`config.mk`:
```
export PLATFORM = sky130hd
export DESIGN_NAME = game_display
export DESIGN_NICKNAME = d
export VERILOG_FILES = /design/src/rtl/whack_pkg.sv /design/src/rtl/game_display_seg7_encode.sv /design/src/rtl/game_display.sv
export SDC_FILE = /design/constraint.sdc
export NUM_CORES = 1
export LEC_CHECK = 0
export CAP_MARGIN = 20
export CORE_UTILIZATION = 38
export DETAILED_ROUTE_END_ITERATION = 10
export SLEW_MARGIN = 20
export SYNTH_ARGS = -nofsm -noshare
export SYNTH_HDL_FRONTEND = slang
export SYNTH_SLANG_ARGS = --single-unit
```
`constraint.sdc`:
```
create_clock -name clk -period 4 [get_ports clk]
set_clock_uncertainty 0.2 [all_clocks]
set_input_delay 0.4 -clock clk [delete_from_list [all_inputs] [get_ports clk]]
set_output_delay 0.4 -clock clk [all_outputs]
set_load 0.01 [all_outputs]
```
`src/rtl/whack_pkg.sv`:
```
// Shared definitions for the whack-a-mole game FSM and its display back-end.
package whack_pkg;

    localparam int unsigned STATE_W = 3;
    localparam int unsigned DIGIT_W = 4;
    localparam int unsigned SEG_W   = 7;

    typedef enum logic [STATE_W-1:0] {
        ST_IDLE     = 3'b000,
        ST_GAMEPLAY = 3'b001,
        ST_END      = 3'b010
    } game_state_e;

    // Non-decimal glyph codes understood by seg7_encode
    localparam logic [DIGIT_W-1:0] GLYPH_H     = 4'hA;
    localparam logic [DIGIT_W-1:0] GLYPH_E     = 4'hE;
    localparam logic [DIGIT_W-1:0] GLYPH_BLANK = 4'hF;

    typedef struct packed {
        logic               blank;
        logic [DIGIT_W-1:0] code;
    } glyph_t;

    function automatic glyph_t const_glyph(input logic [DIGIT_W-1:0] c);
        return '{blank: (c == GLYPH_BLANK), code: c};
    endfunction

    // Tens of a 0..15 value; a zero tens digit is suppressed
    function automatic glyph_t tens_glyph(input logic [DIGIT_W-1:0] v);
        return '{blank: (v <= 4'd9), code: 4'd1};
    endfunction

    function automatic glyph_t units_glyph(input logic [DIGIT_W-1:0] v);
        return '{blank: 1'b0, code: (v > 4'd9) ? v - 4'd10 : v};
    endfunction

    // Common d3..d0 layout: lead glyph, blank, tens, units
    function automatic glyph_t digit_glyph(input logic [1:0] idx, input glyph_t lead,
                                           input logic [DIGIT_W-1:0] v);
        glyph_t g;
        case (idx)
            2'd3:    g = lead;
            2'd2:    g = const_glyph(GLYPH_BLANK);
            2'd1:    g = tens_glyph(v);
            default: g = units_glyph(v);
        endcase
        return g;
    endfunction

endpackage

```
`src/rtl/game_display_seg7_encode.sv`:
```
// Digit/glyph code to active-low {g,f,e,d,c,b,a} segment pattern.
module seg7_encode
    import whack_pkg::*;
(
    input  logic [DIGIT_W-1:0] digit,
    input  logic               blank,
    output logic [SEG_W-1:0]   seg_c
);

    always_comb begin
        seg_c = 7'h7F;
        if (!blank) begin
            case (digit)
                4'd0:    seg_c = 7'h40;
                4'd1:    seg_c = 7'h79;
                4'd2:    seg_c = 7'h24;
                4'd3:    seg_c = 7'h30;
                4'd4:    seg_c = 7'h19;
                4'd5:    seg_c = 7'h12;
                4'd6:    seg_c = 7'h02;
                4'd7:    seg_c = 7'h78;
                4'd8:    seg_c = 7'h00;
                4'd9:    seg_c = 7'h10;
                GLYPH_H: seg_c = 7'h09;
                GLYPH_E: seg_c = 7'h06;
                default: seg_c = 7'h7F;
            endcase
        end
    end

endmodule

```
`src/rtl/game_display.sv`:
```
// Whack-a-mole presentation back-end: 4-digit multiplexed seven-segment
// display, mole LED, final/high score capture and end-screen blink.
module game_display
    import whack_pkg::*;
#(
    parameter int unsigned REFRESH_DIV = 100_000,
    parameter int unsigned BLINK_HALF  = 50_000_000
) (
    input  logic               clk,
    input  logic               reset,
    input  logic [STATE_W-1:0] state,
    input  logic [DIGIT_W-1:0] score,
    input  logic [DIGIT_W-1:0] lives,
    input  logic               mole,
    output logic [3:0]         an,
    output logic [SEG_W-1:0]   seg,
    output logic               dp,
    output logic               mole_led,
    output logic [DIGIT_W-1:0] high_score
);

    localparam int unsigned REFRESH_W = $clog2(REFRESH_DIV);
    localparam int unsigned BLINK_W   = $clog2(BLINK_HALF);

    logic [STATE_W-1:0]   prev_state;
    logic [DIGIT_W-1:0]   last_score;
    logic [DIGIT_W-1:0]   final_score;
    logic [REFRESH_W-1:0] refresh_cnt;
    logic [1:0]           digit_idx;
    logic [BLINK_W-1:0]   blink_cnt;
    logic                 blink_on;

    logic                 capture_c;
    logic                 disp_blank_c;
    logic                 dp_c;
    logic                 mole_c;
    logic [DIGIT_W-1:0]   lives_cap_c;
    glyph_t               glyph_c;
    logic [SEG_W-1:0]     seg_c;

    // last_score shadows the live score because the game clears it on game over
    assign capture_c = (state == ST_END) && (prev_state == ST_GAMEPLAY);

    always_ff @(posedge clk or posedge reset) begin
        if (reset) begin
            prev_state  <= ST_IDLE;
            last_score  <= '0;
            final_score <= '0;
            high_score  <= '0;
        end else begin
            prev_state <= state;
            if (state == ST_GAMEPLAY) last_score <= score;
            if (capture_c) begin
                final_score <= last_score;
                if (last_score > high_score) high_score <= last_score;
            end
        end
    end

    // Digit scan runs freely, independent of game state
    always_ff @(posedge clk or posedge reset) begin
        if (reset) begin
            refresh_cnt <= '0;
            digit_idx   <= '0;
        end else if (refresh_cnt == REFRESH_W'(REFRESH_DIV - 1)) begin
            refresh_cnt <= '0;
            digit_idx   <= digit_idx + 2'd1;
        end else begin
            refresh_cnt <= refresh_cnt + REFRESH_W'(1);
        end
    end

    // Held in the on phase outside END_SCREEN so the end screen opens lit
    always_ff @(posedge clk or posedge reset) begin
        if (reset) begin
            blink_cnt <= '0;
            blink_on  <= 1'b1;
        end else if (state != ST_END) begin
            blink_cnt <= '0;
            blink_on  <= 1'b1;
        end else if (blink_cnt == BLINK_W'(BLINK_HALF - 1)) begin
            blink_cnt <= '0;
            blink_on  <= ~blink_on;
        end else begin
            blink_cnt <= blink_cnt + BLINK_W'(1);
        end
    end

    always_comb begin
        glyph_c      = const_glyph(GLYPH_BLANK);
        disp_blank_c = 1'b1;
        dp_c         = 1'b1;
        mole_c       = 1'b0;
        lives_cap_c  = (lives > 4'd9) ? 4'd9 : lives;
        case (state)
            ST_IDLE: begin
                disp_blank_c = 1'b0;
                glyph_c      = digit_glyph(digit_idx, const_glyph(GLYPH_H), high_score);
            end
            ST_GAMEPLAY: begin
                disp_blank_c = 1'b0;
                glyph_c      = digit_glyph(digit_idx, units_glyph(lives_cap_c), score);
                dp_c         = !((digit_idx == 2'd3) && (lives == 4'd1));
                mole_c       = mole;
            end
            ST_END: begin
                disp_blank_c = ~blink_on;
                glyph_c      = digit_glyph(digit_idx, const_glyph(GLYPH_E), final_score);
                mole_c       = blink_on;
            end
            default: ;
        endcase
    end

    seg7_encode u_seg7 (
        .digit (glyph_c.code),
        .blank (glyph_c.blank),
        .seg_c (seg_c)
    );

    always_ff @(posedge clk or posedge reset) begin
        if (reset) begin
            an       <= 4'hF;
            seg      <= 7'h7F;
            dp       <= 1'b1;
            mole_led <= 1'b0;
        end else begin
            an       <= disp_blank_c ? 4'hF : ~(4'b0001 << digit_idx);
            seg      <= disp_blank_c ? 7'h7F : seg_c;
            dp       <= dp_c;
            mole_led <= mole_c;
        end
    end

endmodule

```
==> metrics.cfg <==
[run_status]
outcome = completed

[detailed_routing]
drc = 0
routed_wl_um = 7600
drt_iter0_markers = 109
ant_nets = 0
drt_first_pass_iters = 4
via_per_inst = 5.11
vias = 2900
post_drt_wl_per_cell_um = 13.4

[timing]
period_share = 0.761
slew_headroom = 0.416
tns_ns = 0
drv_slew = 0
fmax_mhz = 329
rsz0062_at_grt = no
setup_viol = 0
whs_ns = 0.243
setup_ws_ns = 0.957
layout_min_cycle_time_ns = 3.04
tightest_slew_ns = 0.876
finalHoldViolations = 0

[power_and_ir_drop]
power.density_nw_per_um2 = 375
ir_worst_vdd_uv = 146
p_leak_nw = 1.99
total_power_mw = 1.71

[global_routing]
grt_pass1_wl_um = 12900
grt_max_degree = 30
grt-ovfl-total = 0
grt_usage = 0.155
grt_pass1_vias = 2787
antenna_found_initial = 0

[setup_path]
cp-start-kind = register
worstSetupEndpointType = register
rrSetupSlack_ns = 0.96
rr_worst_depth = 11
critical_path_class = reg -> reg
arrival_ns = 3.11
cp.required_ns = 4.07
r2r_start = digit_idx[0]$_DFFE_PP0N_
r2r_end = seg[2]$_DFF_PP1_
cp_max_fo = 15

[clock_network]
cts_made_buffers = 9
cts_buffer_depth = 2
cts.sinks = 74
clockRootBuffer = clkbuf_8
cts_tree = done
cts_resized = 0
clkLatencyLatePin_ns = 0.34
post-cts-setup-buffer-count = 0
clk_pin_slew_ns = 0.09
hold_buffers = 0
cts_max_level = 3

[logic_synthesis]
synthDistinctLibCells = 53
yosysWarningCount = 0
syn_avg_cell_area_um2 = 9.86
ys_seq_elements = 74
synthFlopType = dfrtp_1
ys_seq_area_frac = 0.480
synthCells = 395
synth_edf_count = 0
synth_nets = 429
synthArstFlopShare = 1.00
synth_area_um2 = 3890

[floorplan]
die_h_um = 103
core-area_um2 = 9860
die_x_um = 103
io_pins = 31
dieArea_um2 = 10700
start_util = 0.395
rows = 36

[finish]
final_common_cell = dfrtp_1
antenna_cells = 0
final_cell_mix = dfrtp_1, nor2_1, nand2_1, clkdlybuf4s50_1, xor2_1
area_delta_synth_final_pct = 17.2
drive_above_1_share = 0.106
fin_nets = 463

[flow_run]
max_cap_viol_count = 0

[placement]
preCtsSetupSlack_ns = 0.809
place_hpwl_um = 5480
gp_routability_congestion = 0.832
portBuffers = 30

[worst_hold_path]
min_path_type = in -> async

-- how the worst max path moves through the flow --
stage,start,to,slack (ns),depth (start not counted)
2_1_floorplan,digit_idx[0]$_DFFE_PP0N_,seg[2]$_DFF_PP1_,1.17,10
3_3_place_gp,state[1],seg[3]$_DFF_PP1_,0.93,10
3_5_place_dp,state[1],seg[3]$_DFF_PP1_,0.81,10
4_1_cts,digit_idx[0]$_DFFE_PP0N_,seg[2]$_DFF_PP1_,0.96,11
5_1_grt,digit_idx[0]$_DFFE_PP0N_,seg[2]$_DFF_PP1_,0.69,11
6_report,digit_idx[0]$_DFFE_PP0N_,seg[2]$_DFF_PP1_,0.96,11
-- sequential cells by signal, summed over array words and instances, names as in the netlist --
signal and cells:
an 4, seg 7, refresh_cnt 17, final_score 4
digit_idx 2, prev_state 3, dp 1, blink_on 1
blink_cnt 26, high_score 4, mole_led 1, last_score 4
-- worst max-delay path, stage by stage (launching register included) --
cell and delay [ns]:
dfrtp_1 0.43, inv_1 0.15, ha_1 0.49, nor2b_1 0.13, a211o_1 0.30, a2111oi_2 0.37
buf_4 0.21, inv_1 0.07, ha_1 0.21, nor2_1 0.11, a21oi_1 0.07, or2_1 0.21
-- layer usage --
layer / vias to the layer above / share of wire / GRT usage
li1: 1428 / - / -
met1: 1433 / 0.50 / 0.212
met2: 31 / 0.46 / 0.244
met3: 8 / 0.017 / 0.0282
met4: 0 / 0.015 / 0.0639
met5: - / 0 / 0
-- synthesized netlist by cell type (all sizes together), types with 2 or more instances --
cell type,instances,share of area
xnor2,16,0.036
or3,2,0.0045
and4,3,0.0067
nor3,3,0.0039
o21ai,18,0.023
or2,4,0.0064
a211o,4,0.0090
o211ai,4,0.0077
dfrtp,61,0.39
nor3b,2,0.0039
nand2b,3,0.0048
nand3b,3,0.0058
o221ai,2,0.0045
nor2,54,0.053
and3,10,0.016
nand4,9,0.014
buf,9,0.013
nand3,23,0.030
inv,20,0.019
a21o,4,0.0077
nand2,30,0.029
o2111ai,2,0.0045
ha,20,0.064
nor2b,5,0.0080
nor4,4,0.0064
a22oi,2,0.0051
xor2,26,0.058
clkbuf,2,0.0019
a21oi,15,0.019
mux2,7,0.020
dfstp,13,0.088
-- power breakdown --
group | total [mW] | switching, mW | internal (mW)
clock | 0.665 | 0.278 | 0.386
combinational | 0.227 | 0.121 | 0.106
sequential | 0.817 | 0.0333 | 0.784
total | 1.71 | 0.432 | 1.28
-- kinds of logic after synthesis --
group | Yosys count | share of synthesized area
simple gates | 158 | 0.199
xor+xnor | 42 | 0.0944
fa+ha+maj | 20 | 0.0642
buf+inv | 31 | 0.0340
compound gates | 62 | 0.106
flops | 74 | 0.480
mux | 8 | 0.0228
-- metrics by stage --
| step | area [um2] | cells | util |
|---|---|---|---|
| after floorplan | 3890 | 395 | - |
| after global placement | 4330 | 551 | 0.439 |
| after detailed placement | 4330 | 551 | 0.439 |
| after CTS | 4560 | 567 | 0.463 |
| after global routing | 4560 | 567 | 0.463 |
| final | 4560 | 567 | 0.463 |
-- area by class of cell --
| type | count | area (um2) |
|---|---|---|
| inverters | 20 | 75.1 |
| multi-input cells | 290 | 1890 |
| repair buffers | 34 | 330 |
| flip-flops and latches | 74 | 1870 |
| fillers | 919 | 5300 |
| clock buffers | 12 | 155 |
| well taps | 133 | 166 |
| clock inverters | 4 | 73.8 |
Note: power is estimated with default switching activity, not from simulation.
